File: src/rtl/gate_selftest_pkg.sv
// Shared types for the gate self-test sequencer: op encoding, FSM states and
// the golden truth function used to judge the gate under test.
package gate_selftest_pkg;

    typedef enum logic [2:0] {
        OP_NAND  = 3'd0,
        OP_AND   = 3'd1,
        OP_OR    = 3'd2,
        OP_NOR   = 3'd3,
        OP_XOR   = 3'd4,
        OP_XNOR  = 3'd5,
        OP_BUF_A = 3'd6,
        OP_INV_A = 3'd7
    } op_e;

    typedef enum logic [1:0] {
        ST_IDLE,
        ST_WAIT,
        ST_SAMPLE,
        ST_DONE
    } state_e;

    function automatic logic golden_eval(input op_e op, input logic a, input logic b);
        logic y;
        case (op)
            OP_NAND:  y = ~(a & b);
            OP_AND:   y = a & b;
            OP_OR:    y = a | b;
            OP_NOR:   y = ~(a | b);
            OP_XOR:   y = a ^ b;
            OP_XNOR:  y = ~(a ^ b);
            OP_BUF_A: y = a;
            OP_INV_A: y = ~a;
            default:  y = 1'b0;
        endcase
        return y;
    endfunction

endpackage

File: src/rtl/gate_selftest_seq_if.sv
// Control/result and gate-stimulus bundle for gate_selftest_seq.
// fail_valid/fail_vec exist only when GATE_SELFTEST_FIRST_FAIL_CAPTURE_EN is defined.
interface gate_selftest_seq_if;
    logic       start;
    logic [2:0] op;
    logic       dut_a;
    logic       dut_b;
    logic       dut_y;
    logic       busy;
    logic       done;
    logic       pass;
    logic [2:0] err_cnt;
`ifdef GATE_SELFTEST_FIRST_FAIL_CAPTURE_EN
    logic       fail_valid;
    logic [1:0] fail_vec;

    modport master (
        output start, op, dut_y,
        input  dut_a, dut_b, busy, done, pass, err_cnt, fail_valid, fail_vec
    );
    modport slave (
        input  start, op, dut_y,
        output dut_a, dut_b, busy, done, pass, err_cnt, fail_valid, fail_vec
    );
`else
    modport master (
        output start, op, dut_y,
        input  dut_a, dut_b, busy, done, pass, err_cnt
    );
    modport slave (
        input  start, op, dut_y,
        output dut_a, dut_b, busy, done, pass, err_cnt
    );
`endif
endinterface

File: src/rtl/gate_golden_model.sv
// Combinational reference for the expected gate response.
module gate_golden_model
    import gate_selftest_pkg::*;
(
    input  op_e  op,
    input  logic a,
    input  logic b,
    output logic y
);
    assign y = golden_eval(op, a, b);
endmodule

File: src/rtl/gate_selftest_seq.sv
// Exhaustive two-input gate self-test: applies vectors 00..11, holds each for
// SETTLE_CYCLES, samples dut_y against the golden model and counts mismatches.
// Optional first-failure capture via GATE_SELFTEST_FIRST_FAIL_CAPTURE_EN.
module gate_selftest_seq
    import gate_selftest_pkg::*;
#(
    parameter int unsigned SETTLE_CYCLES = 2
) (
    input  logic               clk,
    input  logic               rst_n,
    gate_selftest_seq_if.slave bus
);
    localparam logic [3:0] CNT_LOAD = 4'(SETTLE_CYCLES - 1);

    state_e     state_q, state_d;
    logic [1:0] idx_q, idx_d;
    logic [3:0] cnt_q, cnt_d;
    op_e        op_q, op_d;
    logic [2:0] err_q, err_d;
    logic       pass_q, pass_d;
    logic       a_q, a_d;
    logic       b_q, b_d;
    logic       golden_y;
    logic       mismatch;
`ifdef GATE_SELFTEST_FIRST_FAIL_CAPTURE_EN
    logic       fv_q, fv_d;
    logic [1:0] fvec_q, fvec_d;
`endif

    gate_golden_model u_golden (
        .op (op_q),
        .a  (a_q),
        .b  (b_q),
        .y  (golden_y)
    );

    assign mismatch = (bus.dut_y != golden_y);

    always_comb begin
        state_d = state_q;
        idx_d   = idx_q;
        cnt_d   = cnt_q;
        op_d    = op_q;
        err_d   = err_q;
        pass_d  = pass_q;
`ifdef GATE_SELFTEST_FIRST_FAIL_CAPTURE_EN
        fv_d    = fv_q;
        fvec_d  = fvec_q;
`endif
        case (state_q)
            ST_IDLE: begin
                if (bus.start) begin
                    state_d = ST_WAIT;
                    op_d    = op_e'(bus.op);
                    err_d   = '0;
                    pass_d  = 1'b0;
                    idx_d   = '0;
                    cnt_d   = CNT_LOAD;
`ifdef GATE_SELFTEST_FIRST_FAIL_CAPTURE_EN
                    fv_d    = 1'b0;
                    fvec_d  = '0;
`endif
                end
            end
            ST_WAIT: begin
                if (cnt_q == '0) state_d = ST_SAMPLE;
                else             cnt_d   = cnt_q - 4'd1;
            end
            ST_SAMPLE: begin
                if (mismatch) begin
                    err_d = err_q + 3'd1;
`ifdef GATE_SELFTEST_FIRST_FAIL_CAPTURE_EN
                    if (!fv_q) begin
                        fv_d   = 1'b1;
                        fvec_d = idx_q;
                    end
`endif
                end
                // pass is resolved on entry to DONE so it is already valid alongside done
                if (idx_q == 2'd3) begin
                    state_d = ST_DONE;
                    idx_d   = '0;
                    pass_d  = (err_d == '0);
                end else begin
                    state_d = ST_WAIT;
                    idx_d   = idx_q + 2'd1;
                    cnt_d   = CNT_LOAD;
                end
            end
            ST_DONE: state_d = ST_IDLE;
            default: state_d = ST_IDLE;
        endcase
    end

    // Stimulus registers follow the next index so a new vector appears on the same edge as WAIT
    always_comb begin
        a_d = 1'b0;
        b_d = 1'b0;
        if (state_d == ST_WAIT || state_d == ST_SAMPLE) begin
            a_d = idx_d[1];
            b_d = idx_d[0];
        end
    end

    always_ff @(posedge clk or negedge rst_n) begin
        if (!rst_n) begin
            state_q <= ST_IDLE;
            idx_q   <= '0;
            cnt_q   <= '0;
            op_q    <= OP_NAND;
            err_q   <= '0;
            pass_q  <= 1'b0;
            a_q     <= 1'b0;
            b_q     <= 1'b0;
`ifdef GATE_SELFTEST_FIRST_FAIL_CAPTURE_EN
            fv_q    <= 1'b0;
            fvec_q  <= '0;
`endif
        end else begin
            state_q <= state_d;
            idx_q   <= idx_d;
            cnt_q   <= cnt_d;
            op_q    <= op_d;
            err_q   <= err_d;
            pass_q  <= pass_d;
            a_q     <= a_d;
            b_q     <= b_d;
`ifdef GATE_SELFTEST_FIRST_FAIL_CAPTURE_EN
            fv_q    <= fv_d;
            fvec_q  <= fvec_d;
`endif
        end
    end

    assign bus.dut_a   = a_q;
    assign bus.dut_b   = b_q;
    assign bus.busy    = (state_q != ST_IDLE);
    assign bus.done    = (state_q == ST_DONE);
    assign bus.pass    = pass_q;
    assign bus.err_cnt = err_q;
`ifdef GATE_SELFTEST_FIRST_FAIL_CAPTURE_EN
    assign bus.fail_valid = fv_q;
    assign bus.fail_vec   = fvec_q;
`endif

endmodule

File: src/flat_wrapper.sv
// flat-port wrapper written by rule: the top's interface ports become plain ports
module gate_selftest_seq_flat import gate_selftest_pkg::*;
#(
    parameter int unsigned SETTLE_CYCLES = 2
)
  (clk, rst_n, bus_start, bus_op, bus_dut_y, bus_dut_a, bus_dut_b, bus_busy, bus_done, bus_pass, bus_err_cnt);
  gate_selftest_seq_if bus_i ();
  input  logic clk;
  input  logic rst_n;
  input wire logic [$bits(bus_i.start)-1:0] bus_start;
  input wire logic [$bits(bus_i.op)-1:0] bus_op;
  input wire logic [$bits(bus_i.dut_y)-1:0] bus_dut_y;
  output wire logic [$bits(bus_i.dut_a)-1:0] bus_dut_a;
  output wire logic [$bits(bus_i.dut_b)-1:0] bus_dut_b;
  output wire logic [$bits(bus_i.busy)-1:0] bus_busy;
  output wire logic [$bits(bus_i.done)-1:0] bus_done;
  output wire logic [$bits(bus_i.pass)-1:0] bus_pass;
  output wire logic [$bits(bus_i.err_cnt)-1:0] bus_err_cnt;
  assign bus_i.start = bus_start;
  assign bus_i.op = bus_op;
  assign bus_i.dut_y = bus_dut_y;
  assign bus_dut_a = bus_i.dut_a;
  assign bus_dut_b = bus_i.dut_b;
  assign bus_busy = bus_i.busy;
  assign bus_done = bus_i.done;
  assign bus_pass = bus_i.pass;
  assign bus_err_cnt = bus_i.err_cnt;
  gate_selftest_seq #(.SETTLE_CYCLES(SETTLE_CYCLES)) u_core (.clk(clk), .rst_n(rst_n), .bus(bus_i));
endmodule
File: config.mk
export PLATFORM = sky130hd
export DESIGN_NAME = gate_selftest_seq_flat
export DESIGN_NICKNAME = d
export VERILOG_FILES = /design/src/rtl/gate_selftest_pkg.sv /design/src/rtl/gate_selftest_seq_if.sv /design/src/rtl/gate_golden_model.sv /design/src/rtl/gate_selftest_seq.sv /design/src/flat_wrapper.sv
export SDC_FILE = /design/constraint.sdc
export NUM_CORES = 1
export LEC_CHECK = 0
export CAP_MARGIN = 20
export CORE_UTILIZATION = 53
export CTS_CLUSTER_SIZE = 10
export DETAILED_ROUTE_END_ITERATION = 10
export PLACE_DENSITY = 0.8
export SLEW_MARGIN = 5
export SYNTH_ARGS = -nofsm -noshare
export SYNTH_HDL_FRONTEND = slang
export SYNTH_HIERARCHICAL = 1
export SYNTH_SLANG_ARGS = --single-unit
File: constraint.sdc
create_clock -name clk -period 5.6 [get_ports clk]
set_input_delay 1.12 -clock clk [delete_from_list [all_inputs] [get_ports clk]]
set_output_delay 1.12 -clock clk [all_outputs]
set_load 0.02 [all_outputs]
==> Yosys cells after proc, flatten, opt, wreduce, memory -nomap -nowiden <==
Cells that the tools add are included.
{ "word_totals": {"register_bits": 17, "output_inout_bits": 8, "inputBits": 7} }
{ "classes": {"n_mux": 21, "bitwise_logic": 7, "n_eq_ne": 18, "n_addsub": 3, "reduce_logical": 12} }
{ "op_table": {"columns": ["cell", "n"], "rows": [
  ["$eq 3x3->1 const B", 4],
  ["$mux 4", 3],
  ["$pmux 4 s3", 1],
  ["$mux 2", 5],
  ["$mux 3", 3],
  ["$eq 2x2->1 const B", 4],
  ["$pmux 1 s8", 1],
  ["$pmux 2 s4", 1],
  ["$eq 3x2->1 const B", 2],
  ["$logic_not 3->1", 2],
  ["$ne 2x2->1 const B", 3],
  ["$pmux 3 s2", 1],
  ["$eq 2x1->1 const B", 2],
  ["$logic_not 4->1", 1],
  ["$mux 1", 4],
  ["$not 1->1", 4],
  ["$pmux 2 s2", 1],
  ["$reduce_and 2->1", 2],
  ["$reduce_and 4->1", 1],
  ["$reduce_bool 2->1", 2],
  ["$sub 4x1->4 const B", 1],
  ["$add 3x1->3 const B", 1],
  ["$eq 3x1->1 const B", 1],
  ["$reduce_and 3->1", 1],
  ["10 further kinds", 10]
]} }

==> Longest topological paths before layout <==
{ "depth": {"ltp_word": 9, "ltp_mapped": 9, "depth_no_buf": 9} }

==> Cells and area by module <==
Netlist, hierarchy kept.
{ "modules_own_cells": {"columns": ["module", "instances", "area_each_um2", "cells_each", "seq_area_each_um2"], "rows": [
  ["gate_selftest_seq", 1, 879.6, 75, 425.4],
  ["gate_golden_model", 1, 67.6, 7, 0.0]
]} }

==> Worst setup path before layout <==
Ideal clock, no wire load.
{ "synth_timing": {"path_type": "register -> register", "startpoint": "register u_core.a_q (netlist: u_core/bus.dut_a)", "endpoint": "register u_core.err_q[0] (netlist: u_core/bus.err_cnt[0])", "path_buffers": 0, "synth_period_minus_slack_ps": 2301, "setup_time_ps": 121, "path_slack_ps": 3299, "t_arrival_ps": 2180, "stages_incl_launch_ff": 10, "required_ps": 5479, "path_cell_list": "dfrtp_1 > inv_1 > ha_1 > inv_1 > mux4_2 > xnor2_1 > xnor2_2 > nor2_1 > mux2_2 > a22o_1"} }
{ "synth_between": {"elab_chain_len": 7} }
{ "synth_lines": {"columns": ["item", "line_no", "rtl"], "rows": [
  ["start: declaration", "gate_selftest_seq.sv:21", "logic a_q, a_d;"],
  ["start signal: assignment", "gate_selftest_seq.sv:113", "a_q <= 1'b0;"],
  ["start signal: assignment", "gate_selftest_seq.sv:126", "a_q <= a_d;"],
  ["$xor 1x1->1 (tied with other cells)", "gate_selftest_pkg.sv:30, gate_selftest_pkg.sv:31", null],
  ["$not 1->1 (on tied branches)", "gate_selftest_pkg.sv:31, gate_selftest_pkg.sv:26, gate_selftest_pkg.sv:29", null],
  ["$pmux 1 s8 (*)", "gate_selftest_pkg.sv:25", "case (op)"],
  ["net u_core.golden_y", "gate_selftest_seq.sv:23", "logic golden_y;"],
  ["$ne 1x1->1 (*)", "gate_selftest_seq.sv:37", "assign mismatch = (bus.dut_y != golden_y);"],
  ["$mux 3 (*)", "gate_selftest_seq.sv:70", "if (mismatch) begin"],
  ["$mux 3 (*)", "gate_selftest_seq.sv:50", "case (state_q)"],
  ["$pmux 3 s2 (*)", "gate_selftest_seq.sv:50", null],
  ["end signal: assignment", "gate_selftest_seq.sv:124", "err_q <= err_d;"],
  ["end: declaration", "gate_selftest_seq.sv:19", "logic [2:0] err_q, err_d;"]
]} }
The timed path passes the listed nets; every way through them passes the cells marked *. The select of a mux whose other input is x is not followed.
A chain may end at the register's enable or synchronous reset.

==> Worst setup path after layout <==
{ "layout_timing": {"startpoint": "register u_core.state_q[1]", "endpoint": "output bus_busy"} }
{ "layout_between": {"elab_chain_len": 1} }
{ "layout_lines": {"columns": ["item", "line_no", "rtl"], "rows": [
  ["start: declaration", "gate_selftest_seq.sv:15", "state_e state_q, state_d;"],
  ["start signal: assignment", "gate_selftest_seq.sv:120", "state_q <= state_d;"],
  ["$reduce_bool 2->1", "gate_selftest_seq.sv:137", "assign bus.busy = (state_q != ST_IDLE);"],
  ["end: declaration", "flat_wrapper.sv:15", "output wire logic [$bits(bus_i.busy)-1:0] bus_busy;"]
]} }
No other way between the ends.

==> metrics list <==
- At the end of the flow, the number of nets in the layout was 113.
- Die Outline Area: 1960 µm²
* Status: completed
- Hold Fails Final Rpt: 0
- Antenna violations before repair: 0
* Worst rel slew slack: 49.1%
* Post-layout minimum cycle time: roughly 2.8 ns
- VDD sags by at most 0.000283 V.
* Syn Std Cell Area: 947 µm²
* CTS sink cnt: 17
* Non-filler cells in the finished layout: about 120
* Net count after synthesis: between 90 and 100
- Final clock period utilization by the worst path: roughly half
- Clock-pin slew was measured on the worst setup and hold paths at 0.11 ns.
* Unique cell type count in the Yosys netlist: 34
- Clk_skew: 0.00930 ns
- Number of primary I/O pins: 15
- The die is 44.3 µm wide.
- Peak clock frequency supported by timing: ~360 MHz
- In this run the power density over the cells is between 500 and 600 nW/µm².
- Cells with a size suffix above 1 make up around 14% of the layout.
* Cell at the root of the clock tree: clkbuf_4
* Vias in the first global route: between 600 and 700
* Hold_sp: u_core/cnt_q[0]
- In this run the number of H-tree levels came out at 1.
- The path with the worst hold slack has its endpoint at u_core/cnt_q[0].
* Flop and latch count out of synthesis: 17
- In this run, the number of DRC markers left after iteration 0 of detailed routing was 6.
- Data on the critical path is required at its endpoint by roughly 4.5 ns.
- Synthesis handed over a netlist of 82 instances.
* Post-DR vias/cell: approximately 5.6
- Quantity of gates resized following cts: 0
* Hold buffers post-CTS: 0
- Worst Tran Pin Value: 0.761 ns
- All-Layer GR Usage: between 20% and 30%
- In this run the worst hold path is classified as flop to flop.
- In this run the register-to-register setup slack is about 3.3 ns.
- Total number of placement rows: 14
* RD Place Congestion: just under 0.9
- Counting instances, the worst hold path has a depth of 1.
- Crit path launch type: flop
* Static power due to leakage: between 0.5 and 0.6 nW
- Share of the yosys chip area belonging to registers: 44.9%
- The number of placed instances, taps included, is roughly 120.
- The clock passes through at most 2 buffers.
- At the later pin of the worst-skew pair, clock insertion delay measures slightly below 0.3 ns.
* Wirelength, routed: around 1.7 mm
- Remaining Overflow, GRT: 0
- Summed over all nets, the half-perimeter wirelength after detailed placement is about 1.4 mm.
- Ys async rst share: 100%
- In this run the remaining antenna-violating nets after routing total 0.
- The average instance in the mapped netlist occupies around 12 µm².
- Port buffering added 14 buffers.
* Setup repair after global routing missed its margin: no
- Placeable Area: 1590 µm²
* Number of flops mapped to enable cells by yosys: 0
- Layout area overhead: 19.7%
* CP endpoint kind: primary output
* Post-CTS repair timing setup buffer count: 0
- Slew Viols, Final: 0
- The first global-routing pass estimated between 2 and 3 mm of wire.
* Max FO, Critical Path: 9
- The die is ~44 µm tall.
- Worst reg-to-reg path cell count: 9
* Synthesis warning total: 6
- Commonest register cell after synthesis: dfrtp_1
- Cells fill a little under three quarters of the core in the end.
* Startpoint of the most critical setup path: u_core/state_q[1]
* Vias: a little under 700
* Setup_tns: 0 ns
- Max_cap viols: 0
- CTS tree: done
- Setup violations remaining at the end of the flow were counted as 0.
- # diodes: 0
- The worst register-to-register path ends at u_core/bus.pass.
- For this run, design rule violations remaining after detail routing come to 0.
* Starting utilization of the core area: around three fifths
- Num CTS Buffers: 3
- The startpoint identified for the worst register-to-register timing path is u_core/bus.dut_a.
- Crit path DAT: about 1.7 ns
* DRT Pass-1 Iters: 4
- Largest net degree at the start of global routing: 18
* Category of the most critical setup path: flop to primary output
* Detail-routed net length per standard cell: about 14 µm
==> layout by cell type, fill, tap and decap left out, drive strengths merged <==
cell type and n:
nor3b 2, ha 6, clkbuf 3, nor2b 1, o31ai 2, nand2 6, o221ai 1, inv 8
nand2b 2, and2 2, mux2 4, a32o 1, a22o 5, mux2i 1, a21o 3, and2b 1
mux4 1, o21bai 1, nand3 2, or3b 1, nor4 1, nor2 4, a21oi 2, o21ai 1
and3 1, nand3b 1, dfrtp 17, or2 1, xnor2 3, clkinv 1, clkdlybuf4s50 14
==> synth_stat cells (2+ instances only) <==
library cell  number  area [µm²]
dfrtp_1           17         425
inv_1              8        30.0
ha_1               6        75.1
nand2_1            6        22.5
a22o_1             5        43.8
a21o_1             3        22.5
mux2_1             3        33.8
nor2_1             3        11.3
a21oi_1            2        10.0
nand2b_1           2        12.5
nand3_1            2        10.0
nor3b_1            2        15.0
xnor2_1            2        17.5
==> worst max-delay path by stage <==
stage          slack, ns  cells past startpoint               endpoint
4_1_cts             2.83                      2               bus_busy
3_5_place_dp        3.14                      5  u_core/bus.err_cnt[0]
5_1_grt             2.77                      2               bus_busy
2_1_floorplan       3.30                      9  u_core/bus.err_cnt[0]
6_report            2.83                      2               bus_busy
3_3_place_gp        3.17                      5  u_core/bus.err_cnt[0]
==> power breakdown <==
part           internal (W)  switching (W)
sequential         0.000167      0.0000455
clock             0.0000266      0.0000395
combinational      0.000154       0.000150
total              0.000348       0.000235
==> layout make-up <==
type | instances | area, µm²
inverter | 8 | 30.0
tap | 24 | 30.0
multi-input combinational | 56 | 480
clock buffer | 3 | 22.5
clock inverter | 1 | 5.00
timing repair buffer | 14 | 140
sequential | 17 | 425
fill | 110 | 460
==> per-layer routing <==
layer	global-route usage, %	wire length, µm	vias to the layer above
met4	10.9	40	0
met5	0	0	-
met1	28.2	836	346
met3	2.45	62	4
met2	33.2	774	16
li1	-	-	325
==> cell families after synthesis <==
kind of cell	synth area share [%]
fa+ha+maj	7.93
xor+xnor	3.57
simple gates	16.0
compound gates	15.1
flops	44.9
buf+inv	4.36
mux	8.19
==> worst max-delay path: stages, from the launching register on <==
cell,delay [ns]
dfrtp_1,0.52
or2_1,0.22
clkdlybuf4s50_1,0.62
==> registers in the layout, indices dropped and copies added (netlist names) <==
register / flops
u_core/cnt_q: 4
u_core/state_q: 2
u_core/bus.dut_b: 1
u_core/bus.err_cnt: 3
u_core/bus.dut_a: 1
u_core/bus.pass: 1
u_core/idx_q: 2
u_core/op_q: 3
==> metrics by stage <==
step                      setup WS (ns)  instance area, µm²  total power [W]  hold slack, ns
after floorplan                    3.30                 947         0.000441           0.438
after global placement             3.17                1110         0.000505           0.456
after detailed placement           3.14                1110         0.000519           0.463
after CTS                          2.83                1130         0.000585           0.478
after global routing               2.77                1130         0.000623           0.496
final                              2.83                1130         0.000583           0.476
Note: power is estimated with default switching activity, not from simulation.
